File: config.mk
export PLATFORM = sky130hd
export DESIGN_NAME = axi_modport
export DESIGN_NICKNAME = d
export VERILOG_FILES = /design/src/rtl/axi_modport.sv
export SDC_FILE = /design/constraint.sdc
export NUM_CORES = 1
export LEC_CHECK = 0
export ABC_AREA = 1
export CORE_UTILIZATION = 26
export CTS_CLUSTER_SIZE = 16
export DETAILED_ROUTE_END_ITERATION = 6
export GPL_ROUTABILITY_DRIVEN = 0
export PLACE_DENSITY_LB_ADDON = 0.08
export SYNTH_ARGS = -nofsm -noshare
export SYNTH_HDL_FRONTEND = slang
export SYNTH_SLANG_ARGS = --single-unit
File: constraint.sdc
create_clock -name ACLK -period 2.76 [get_ports ACLK]
set_clock_uncertainty 0.1 [all_clocks]
set_input_delay 0.276 -clock ACLK [delete_from_list [all_inputs] [get_ports ACLK]]
set_output_delay 0.276 -clock ACLK [all_outputs]
set_load 0.01 [all_outputs]
File: src/rtl/axi_modport.sv
// axi_modport: passive AXI4 master-port checker with sticky error flags and handshake counters.
// Build option: define AXI_READY_HOLD_CHECK_EN to flag BREADY/RREADY dropped while still waiting for VALID.

// Burst-length queue plus beat counter: checks the LAST flag of each data beat against the queued length.
module axi_modport_lenq #(
    parameter int unsigned LEN_WIDTH = 4,
    parameter int unsigned DEPTH     = 4
) (
    input  logic                 clk,
    input  logic                 rst,
    input  logic                 push,
    input  logic [LEN_WIDTH-1:0] push_len,
    input  logic                 beat,
    input  logic                 last,
    output logic                 full_c,
    output logic                 last_err_c
);
    localparam int unsigned PTR_W  = (DEPTH > 1) ? $clog2(DEPTH) : 1;
    localparam int unsigned CNT_W  = $clog2(DEPTH) + 1;
    localparam int unsigned BEAT_W = LEN_WIDTH + 1;

    logic [LEN_WIDTH-1:0] len_mem [DEPTH];
    logic [PTR_W-1:0]     rd_ptr;
    logic [PTR_W-1:0]     wr_ptr;
    logic [CNT_W-1:0]     count;
    logic [BEAT_W-1:0]    beat_cnt;

    logic                 empty;
    logic                 head_ok;
    logic [LEN_WIDTH-1:0] head_len;
    logic                 expect_last;
    logic                 pop;
    logic                 bypass;
    logic                 do_push;

    function automatic logic [PTR_W-1:0] next_ptr(input logic [PTR_W-1:0] p);
        return (p == PTR_W'(DEPTH - 1)) ? '0 : p + PTR_W'(1);
    endfunction

    // An empty queue with a same-cycle push checks the incoming length directly;
    // if that beat also closes the burst, the entry is consumed without being stored.
    always_comb begin
        empty       = (count == '0);
        full_c      = (count == CNT_W'(DEPTH));
        head_ok     = !empty || push;
        head_len    = empty ? push_len : len_mem[rd_ptr];
        expect_last = (beat_cnt == {1'b0, head_len});
        last_err_c  = beat && (!head_ok || (last != expect_last));
        pop         = beat && last && !empty;
        bypass      = beat && last && empty && push;
        do_push     = push && !full_c && !bypass;
    end

    always_ff @(posedge clk) begin
        if (rst) begin
            rd_ptr   <= '0;
            wr_ptr   <= '0;
            count    <= '0;
            beat_cnt <= '0;
        end else begin
            if (do_push) begin
                wr_ptr <= next_ptr(wr_ptr);
            end
            if (pop) begin
                rd_ptr <= next_ptr(rd_ptr);
            end
            count <= count + CNT_W'(do_push) - CNT_W'(pop);
            if (beat) begin
                beat_cnt <= last ? '0 : beat_cnt + BEAT_W'(1);
            end
        end
    end

    always_ff @(posedge clk) begin
        if (!rst && do_push) begin
            len_mem[wr_ptr] <= push_len;
        end
    end
endmodule

module axi_modport #(
    parameter int unsigned ID_WIDTH        = 4,
    parameter int unsigned ADDR_WIDTH      = 32,
    parameter int unsigned DATA_WIDTH      = 32,
    parameter int unsigned LEN_WIDTH       = 4,
    parameter int unsigned MAX_OUTSTANDING = 4
) (
    input  logic                               ACLK,
    input  logic                               ARESET,
    input  logic [ID_WIDTH-1:0]                AWID,
    input  logic [ADDR_WIDTH-1:0]              AWADDR,
    input  logic [LEN_WIDTH-1:0]               AWLEN,
    input  logic [2:0]                         AWSIZE,
    input  logic [1:0]                         AWBURST,
    input  logic                               AWVALID,
    input  logic                               AWREADY,
    input  logic [DATA_WIDTH-1:0]              WDATA,
    input  logic [DATA_WIDTH/8-1:0]            WSTRB,
    input  logic                               WLAST,
    input  logic                               WVALID,
    input  logic                               WREADY,
    input  logic [ID_WIDTH-1:0]                BID,
    input  logic [1:0]                         BRESP,
    input  logic                               BVALID,
    input  logic                               BREADY,
    input  logic [ID_WIDTH-1:0]                ARID,
    input  logic [ADDR_WIDTH-1:0]              ARADDR,
    input  logic [LEN_WIDTH-1:0]               ARLEN,
    input  logic [2:0]                         ARSIZE,
    input  logic [1:0]                         ARBURST,
    input  logic                               ARVALID,
    input  logic                               ARREADY,
    input  logic [ID_WIDTH-1:0]                RID,
    input  logic [DATA_WIDTH-1:0]              RDATA,
    input  logic [1:0]                         RRESP,
    input  logic                               RLAST,
    input  logic                               RVALID,
    input  logic                               RREADY,
    output logic [11:0]                        err_vector,
    output logic                               err_pulse,
    output logic [15:0]                        aw_cnt,
    output logic [15:0]                        w_cnt,
    output logic [15:0]                        b_cnt,
    output logic [15:0]                        ar_cnt,
    output logic [15:0]                        r_cnt,
    output logic [$clog2(MAX_OUTSTANDING):0]   wr_outstanding,
    output logic [$clog2(MAX_OUTSTANDING):0]   rd_outstanding
);
    localparam int unsigned STRB_WIDTH = DATA_WIDTH / 8;
    localparam int unsigned OUT_W      = $clog2(MAX_OUTSTANDING) + 1;
    localparam int unsigned CNT_W      = 16;
    localparam int unsigned A_PL_W     = ID_WIDTH + ADDR_WIDTH + LEN_WIDTH + 5;
    localparam int unsigned W_PL_W     = DATA_WIDTH + STRB_WIDTH + 1;

    logic aw_hs, w_hs, b_hs, ar_hs, r_hs, r_last_hs;
    logic [A_PL_W-1:0] aw_pl, ar_pl;
    logic [W_PL_W-1:0] w_pl;

    logic              aw_stall_q, w_stall_q, ar_stall_q;
    logic [A_PL_W-1:0] aw_snap_q, ar_snap_q;
    logic [W_PL_W-1:0] w_snap_q;

    logic aw_full, ar_full, w_last_err, r_last_err;
    logic aw_open, ar_open;
    logic [1:0]  hold_det;
    logic [11:0] det;

    logic unused_payload;

    // Response-side payloads are not checked; folded here so they stay visibly tapped.
    assign unused_payload = ^{BID, BRESP, RID, RDATA, RRESP};

    function automatic logic [CNT_W-1:0] sat_inc(input logic [CNT_W-1:0] c, input logic en);
        return (en && !(&c)) ? c + CNT_W'(1) : c;
    endfunction

    // Opening and closing in the same cycle cancel; never underflow, saturate at the top.
    function automatic logic [OUT_W-1:0] track(input logic [OUT_W-1:0] cur,
                                               input logic open, input logic close);
        if (open && !close) begin
            return (&cur) ? cur : cur + OUT_W'(1);
        end
        if (close && !open) begin
            return (cur == '0) ? cur : cur - OUT_W'(1);
        end
        return cur;
    endfunction

    always_comb begin
        aw_hs     = AWVALID && AWREADY;
        w_hs      = WVALID && WREADY;
        b_hs      = BVALID && BREADY;
        ar_hs     = ARVALID && ARREADY;
        r_hs      = RVALID && RREADY;
        r_last_hs = r_hs && RLAST;
        aw_pl     = {AWID, AWADDR, AWLEN, AWSIZE, AWBURST};
        ar_pl     = {ARID, ARADDR, ARLEN, ARSIZE, ARBURST};
        w_pl      = {WDATA, WSTRB, WLAST};
        aw_open   = aw_hs && !aw_full;
        ar_open   = ar_hs && !ar_full;
    end

    axi_modport_lenq #(
        .LEN_WIDTH (LEN_WIDTH),
        .DEPTH     (MAX_OUTSTANDING)
    ) u_aw_q (
        .clk        (ACLK),
        .rst        (ARESET),
        .push       (aw_hs),
        .push_len   (AWLEN),
        .beat       (w_hs),
        .last       (WLAST),
        .full_c     (aw_full),
        .last_err_c (w_last_err)
    );

    axi_modport_lenq #(
        .LEN_WIDTH (LEN_WIDTH),
        .DEPTH     (MAX_OUTSTANDING)
    ) u_ar_q (
        .clk        (ACLK),
        .rst        (ARESET),
        .push       (ar_hs),
        .push_len   (ARLEN),
        .beat       (r_hs),
        .last       (RLAST),
        .full_c     (ar_full),
        .last_err_c (r_last_err)
    );

`ifdef AXI_READY_HOLD_CHECK_EN
    logic bready_idle_q;
    logic rready_idle_q;

    // READY raised ahead of VALID must stay up until the handshake.
    always_ff @(posedge ACLK) begin
        if (ARESET) begin
            bready_idle_q <= 1'b0;
            rready_idle_q <= 1'b0;
        end else begin
            bready_idle_q <= BREADY && !BVALID;
            rready_idle_q <= RREADY && !RVALID;
        end
    end

    assign hold_det = {rready_idle_q && !RREADY, bready_idle_q && !BREADY};
`else
    assign hold_det = 2'b00;
`endif

    always_comb begin
        det      = '0;
        det[0]   = aw_stall_q && !AWVALID;
        det[1]   = w_stall_q && !WVALID;
        det[2]   = ar_stall_q && !ARVALID;
        det[3]   = aw_stall_q && AWVALID && (aw_pl != aw_snap_q);
        det[4]   = w_stall_q && WVALID && (w_pl != w_snap_q);
        det[5]   = ar_stall_q && ARVALID && (ar_pl != ar_snap_q);
        det[6]   = w_last_err;
        det[7]   = r_last_err;
        det[8]   = (b_hs && (wr_outstanding == '0)) || (r_last_hs && (rd_outstanding == '0));
        det[9]   = (aw_hs && aw_full) || (ar_hs && ar_full);
        det[11:10] = hold_det;
    end

    always_ff @(posedge ACLK) begin
        if (ARESET) begin
            aw_stall_q     <= 1'b0;
            w_stall_q      <= 1'b0;
            ar_stall_q     <= 1'b0;
            aw_snap_q      <= '0;
            w_snap_q       <= '0;
            ar_snap_q      <= '0;
            err_vector     <= '0;
            err_pulse      <= 1'b0;
            aw_cnt         <= '0;
            w_cnt          <= '0;
            b_cnt          <= '0;
            ar_cnt         <= '0;
            r_cnt          <= '0;
            wr_outstanding <= '0;
            rd_outstanding <= '0;
        end else begin
            aw_stall_q <= AWVALID && !AWREADY;
            w_stall_q  <= WVALID && !WREADY;
            ar_stall_q <= ARVALID && !ARREADY;
            if (AWVALID && !AWREADY) begin
                aw_snap_q <= aw_pl;
            end
            if (WVALID && !WREADY) begin
                w_snap_q <= w_pl;
            end
            if (ARVALID && !ARREADY) begin
                ar_snap_q <= ar_pl;
            end
            err_vector     <= err_vector | det;
            err_pulse      <= |(det & ~err_vector);
            aw_cnt         <= sat_inc(aw_cnt, aw_hs);
            w_cnt          <= sat_inc(w_cnt, w_hs);
            b_cnt          <= sat_inc(b_cnt, b_hs);
            ar_cnt         <= sat_inc(ar_cnt, ar_hs);
            r_cnt          <= sat_inc(r_cnt, r_hs);
            wr_outstanding <= track(wr_outstanding, aw_open, b_hs);
            rd_outstanding <= track(rd_outstanding, ar_open, r_last_hs);
        end
    end
endmodule

## Yosys cells after proc, flatten, opt, wreduce, memory -nomap -nowiden

Memories as Yosys holds them, arrays and structs flattened. A register that Yosys moved wholly into a read port is not among the register bits.
Cells that the tools add are included.

- $add $sub $neg: 19
- Multipliers: 0
- Divide/modulo/power cells: 0
- $lt $le $gt $ge: 0
- Equal/unequal tests: 15
- Shifts and indexed selects: 0
- Mux-type cells: 38
- Bitwise operators: 3
- Reductions and logical operators: 92

Operator list:

| cell | count |
|---|---|
| $ne 45x45->1 | 2 |
| $add 16x1->16 const B | 5 |
| $reduce_and 16->1 | 5 |
| $logic_and 1x1->1 | 46 |
| $ne 37x37->1 | 1 |
| $mux 3 | 12 |
| $logic_not 1->1 | 24 |
| $mux 2 | 8 |
| $mux 1 | 14 |
| $and 10x12->12 | 1 |
| $logic_not 3->1 | 4 |
| $not 12->12 | 1 |
| $or 12x10->12 | 1 |
| $reduce_or 12->1 | 1 |
| $add 5x1->5 const B | 2 |
| $eq 5x4->1 | 2 |
| $mux 5 | 2 |
| $add 2x1->2 const B | 4 |
| $eq 2x2->1 const B | 4 |
| $mux 4 | 2 |
| $add 3x1->3 | 2 |
| $add 3x1->3 const B | 2 |
| $eq 3x3->1 const B | 2 |
| $logic_or 1x1->1 | 6 |
| 7 further kinds | 14 |

- Bits in registers: 253
- Bits in latches: 0
- Bits in writable memories: 32
- ROM bits: 0
- Bits of input ports: 184
- Output and inout port bits: 99
- Memories: 2

Memories:

| memory | depth | width | rd ports | clocked after memory_dff | write ports | RTL line | text |
|---|---|---|---|---|---|---|---|
| u_ar_q.len_mem | 4 | 4 | 1 | 1 | 1 | 22 | `logic [LEN_WIDTH-1:0] len_mem [DEPTH];` |
| u_aw_q.len_mem | 4 | 4 | 1 | 1 | 1 | 22 |  |

## Logic depth before layout (Yosys ltp)

- Depth after elaboration: 10
- Gate-level depth with buffers: 17

## Modules after synthesis

Synthesis repeated with hierarchy kept, for this count alone.

- Cell total of the unflattened synthesis: 1931
- Area total of the unflattened synthesis: 14057.2 µm²

By module, submodules not included:

| module | times used | cells each | area each (µm²) |
|---|---|---|---|
| axi_modport | 1 | 1561 | 10969.3 |
| axi_modport_lenq | 2 | 185 | 1544.0 |

## Worst setup path before layout

OpenSTA, ideal clock, no wires.

- Kind: input port to flip-flop
- Start: in RVALID
- End: reg u_ar_q.count[2]
- Data arrival time: 1.995 ns
- Data required time: 2.590 ns
- Slack: 0.595 ns
- Stages: 12
- Path buffers: 0
- Cells stage by stage: nand2_1 > nor2_1 > inv_1 > nor2_1 > ha_1 > inv_1 > ha_1 > inv_1 > fa_1 > inv_1 > o21ai_0 > a21oi_1

- Elaborated cells between the ends (all ways): 9
- Classes of those cells: 2 x add/sub; 7 x reduce/logical

RTL lines:

| item | RTL line | text |
|---|---|---|
| start, declared | 117 | `input logic RVALID,` |
| $logic_and 1x1->1 | 174 | `r_hs = RVALID && RREADY;` |
| $logic_and 1x1->1 (2 in series) | 49 | `pop = beat && last && !empty;` |
| net u_ar_q.pop | 32 | `logic pop;` |
| $sub 3x1->3 | 67 | `count <= count + CNT_W'(do_push) - CNT_W'(pop);` |
| end signal, assigned | 67 |  |
| end, declared | 25 | `logic [CNT_W-1:0] count;` |

The timed path passes the listed nets, and every way through them passes these cells.
A chain may end at the register's enable or synchronous reset.

## Worst setup path after layout

- Start: reg u_ar_q.count[1]
- End: reg u_ar_q.count[2]

- Elaborated cells between the ends (all ways): 12
- Classes of those cells: 2 x add/sub; 1 x eq/ne; 9 x reduce/logical

RTL lines:

| item | RTL line | text |
|---|---|---|
| $logic_not 3->1 | 43 | `empty = (count == '0);` |
| $logic_not 1->1 | 49 |  |
| $logic_and 1x1->1 | 49 |  |
| net u_ar_q.pop | 32 |  |
| $sub 3x1->3 | 67 |  |

The timed path passes the listed nets, and every way through them passes these cells.

==> results.json <==
{
  "status": "finished, final reports clean",
  "swShare_pct": 27.4,
  "synth_cell_types": 45,
  "core_area_um2": 51500,
  "yosys_register_bits": 287,
  "drc": 0,
  "vias_per_cell": 4.33,
  "r2r_start": "u_ar_q.count[1]",
  "yosysSeqAreaShare_pct": 44.6,
  "path_clk_slew_ps": 60,
  "slew_viol_final": 0,
  "whs_path_depth": 4,
  "wl_per_cell_um": 14.3,
  "diodes": 0,
  "syn_to_final_growth_pct": 32.9,
  "synth-compound-area-share_pct": 12.4,
  "fin_nets": 2282,
  "clk_latency_ps": 550,
  "cts_setup_buffers": 0,
  "finalPower_mw": 11.2,
  "cts_max_level": 2,
  "numPortBuffers": 236,
  "drive_gt1_share_pct": 6.06,
  "critPathCaptureType": "flip-flop",
  "tns_ps": 0,
  "synthAdderAreaFrac_pct": 3.06,
  "root_buffer": "clkbuf_16",
  "setup_viol": 0,
  "ant_nets": 0,
  "synth_cells": 1814,
  "cap_violations": 0,
  "layout_common_cells": "nor2_1, dfxtp_1, clkdlybuf4s50_1",
  "cts.sinks": 287,
  "drt_iter0_drc": 607,
  "synthSimpleGateAreaFrac_pct": 24.5,
  "cp-start-kind": "flip-flop",
  "routed_wl_um": 39600,
  "min_to": "rd_outstanding[0]",
  "pwr_density_cell_nw_per_um2": 619,
  "period_minus_slack_ps": 2330,
  "dp_hpwl_um": 28500,
  "p_seq_share_pct": 41.3,
  "start_util_pct": 26.4,
  "pin_count": 283,
  "cts_tree": "built",
  "cell_internal_pwr_mw": 8.12,
  "hp-class": "input pin to flip-flop",
  "synth_edf_count": 32,
  "rsz0062_at_grt": "no",
  "hold_viol": 0,
  "p_sw_mw": 3.07,
  "num_vias": 12000,
  "synthMuxAreaShare_pct": 0,
  "rr_worst_depth": 12,
  "p_leak_nw": 7.21,
  "vdd_drop_max_uv": 310,
  "cts_resized": 0,
  "overflow": 0,
  "synth_xor_xnor_area_share_pct": 7.80,
  "r2r-end": "u_ar_q.count[2]",
  "timing.max_slew.rel_slack_pct": 51.6,
  "hold_path_startpoint": "ARESET",
  "synth_top_family_by_area": "simple AND/OR/NAND/NOR gates",
  "die_height_um": 231,
  "cts_hold_buf": 0,
  "crit_fanout": 7,
  "crit_arrival_ps": 2710,
  "fmax_ghz": 0.429,
  "dieArea_um2": 53200,
  "hold_ws_ps": 137,
  "syn_area_per_cell_um2": 7.49,
  "grt_pass1_wl_um": 63300,
  "clockPowerShare_pct": 43.4,
  "path_class": "flip-flop to flip-flop",
  "cts_buffers": 38,
  "yosys_warnings": 0,
  "async_flop_share_pct": 0,
  "dieWidth_um": 231,
  "grt_pass1_vias": 11800,
  "final_common_cell": "nor2_1",
  "netlist_area_um2": 13600,
  "first_pass_iters": 5,
  "cp.required_ps": 3140,
  "grt_max_degree": 59,
  "std_cell_rows": 83,
  "ys.flop_type": "dfxtp_1",
  "pwr-share-comb_pct": 15.3,
  "r2r_slack_ps": 430,
  "cts_max_path_buffers": 3,
  "period_share_pct": 84.5,
  "antenna_found_initial": 0,
  "worstMarginPinSlew_ps": 725,
  "gr-usage-all-layers_pct": 14.9
}
## per-stage QoR
stage	setup slack [ps]	util (%)	instances	instance area, um^2
2_1_floorplan	595	-	1815	13600
3_3_place_gp	150	32.7	2706	16800
3_5_place_dp	77.7	32.7	2706	16800
4_1_cts	398	35.1	2775	18100
5_1_grt	191	35.1	2775	18100
6_report	428	35.1	2775	18100
## sequential cells by signal (all words and copies together), names as in the netlist, 5 cells and up, named ones only
name / count
aw_cnt: 16
u_ar_q.len_mem: 16
u_aw_q.beat_cnt: 5
r_cnt: 16
err_vector: 10
ar_snap_q: 45
w_snap_q: 37
aw_snap_q: 45
b_cnt: 16
u_aw_q.len_mem: 16
u_ar_q.beat_cnt: 5
ar_cnt: 16
w_cnt: 16
## critical path, stage by stage (launching register included)
cell,delay [ps]
dfxtp_1,400
nor2_1,80
nand2_1,200
inv_1,160
nor2_1,170
ha_1,260
inv_1,60
ha_1,130
inv_1,50
fa_1,340
inv_1,70
o21ai_0,80
a21oi_1,150
## power by group through the flow
stage / sequential [mW] / clock (mW) / combinational (mW)
floorplan: 4.68 / 0 / 1.03
CTS: 4.62 / 5.10 / 1.75
global route: 4.65 / 5.23 / 1.96
global placement: 4.70 / 0 / 1.73
detailed placement: 4.71 / 0 / 1.74
finish: 4.62 / 4.86 / 1.72
## cells in the mapped netlist (9+ instances only)
cell / count / share of area (%)
nor3_1: 62 / 2.3
nor2_1: 343 / 9.5
nand3_1: 64 / 2.4
xnor2_1: 56 / 3.6
ha_1: 30 / 2.8
o21ai_0: 197 / 7.3
a21oi_1: 98 / 3.6
nand2_2: 9 / 0.41
xor2_1: 65 / 4.2
clkbuf_1: 52 / 1.4
nor4_1: 10 / 0.46
inv_1: 211 / 5.8
edfxtp_1: 32 / 7.1
dfxtp_1: 255 / 38
nand2_1: 232 / 6.4
nand4_1: 23 / 1.1
## logic make-up (layout without fill, tap and decap cells)
logic type	Yosys count	count (layout)
other	1	2
buffers and inverters	271	551
AND/OR/NAND/NOR	777	777
XOR/XNOR	121	121
adder cells (fa/ha/maj)	32	32
AO/OA/AOI/OAI	325	325
flip-flops	287	287
## routing by layer
| metal | vias up | share of wire, % | global-route usage [%] |
|---|---|---|---|
| met4 | 0 | 2.2 | 4.90 |
| met2 | 170 | 47 | 24.9 |
| met1 | 5435 | 46 | 19.1 |
| li1 | 6362 | - | - |
| met5 | - | 0 | 0 |
| met3 | 48 | 4.7 | 3.19 |
## worst max path at each step
| stage | start | endpoint | slack [ps] |
|---|---|---|---|
| floorplan | RVALID | u_ar_q.count[2] | 600 |
| global placement | RLAST | u_ar_q.count[2] | 150 |
| detailed placement | RLAST | u_ar_q.count[2] | 80 |
| CTS | u_ar_q.count[1] | u_ar_q.count[2] | 400 |
| global route | u_ar_q.count[1] | u_ar_q.count[2] | 190 |
| finish | u_ar_q.count[1] | u_ar_q.count[2] | 430 |
## cell type report
cell class | count | area [um^2]
clock buffers | 62 | 1170
clock inverters | 7 | 56.3
fillers | 5496 | 33400
inverters | 214 | 808
multi-input cells | 1257 | 6510
flip-flops and latches | 287 | 6070
well taps | 680 | 851
repair buffers | 268 | 2610
Note: power is estimated with default switching activity, not from simulation.
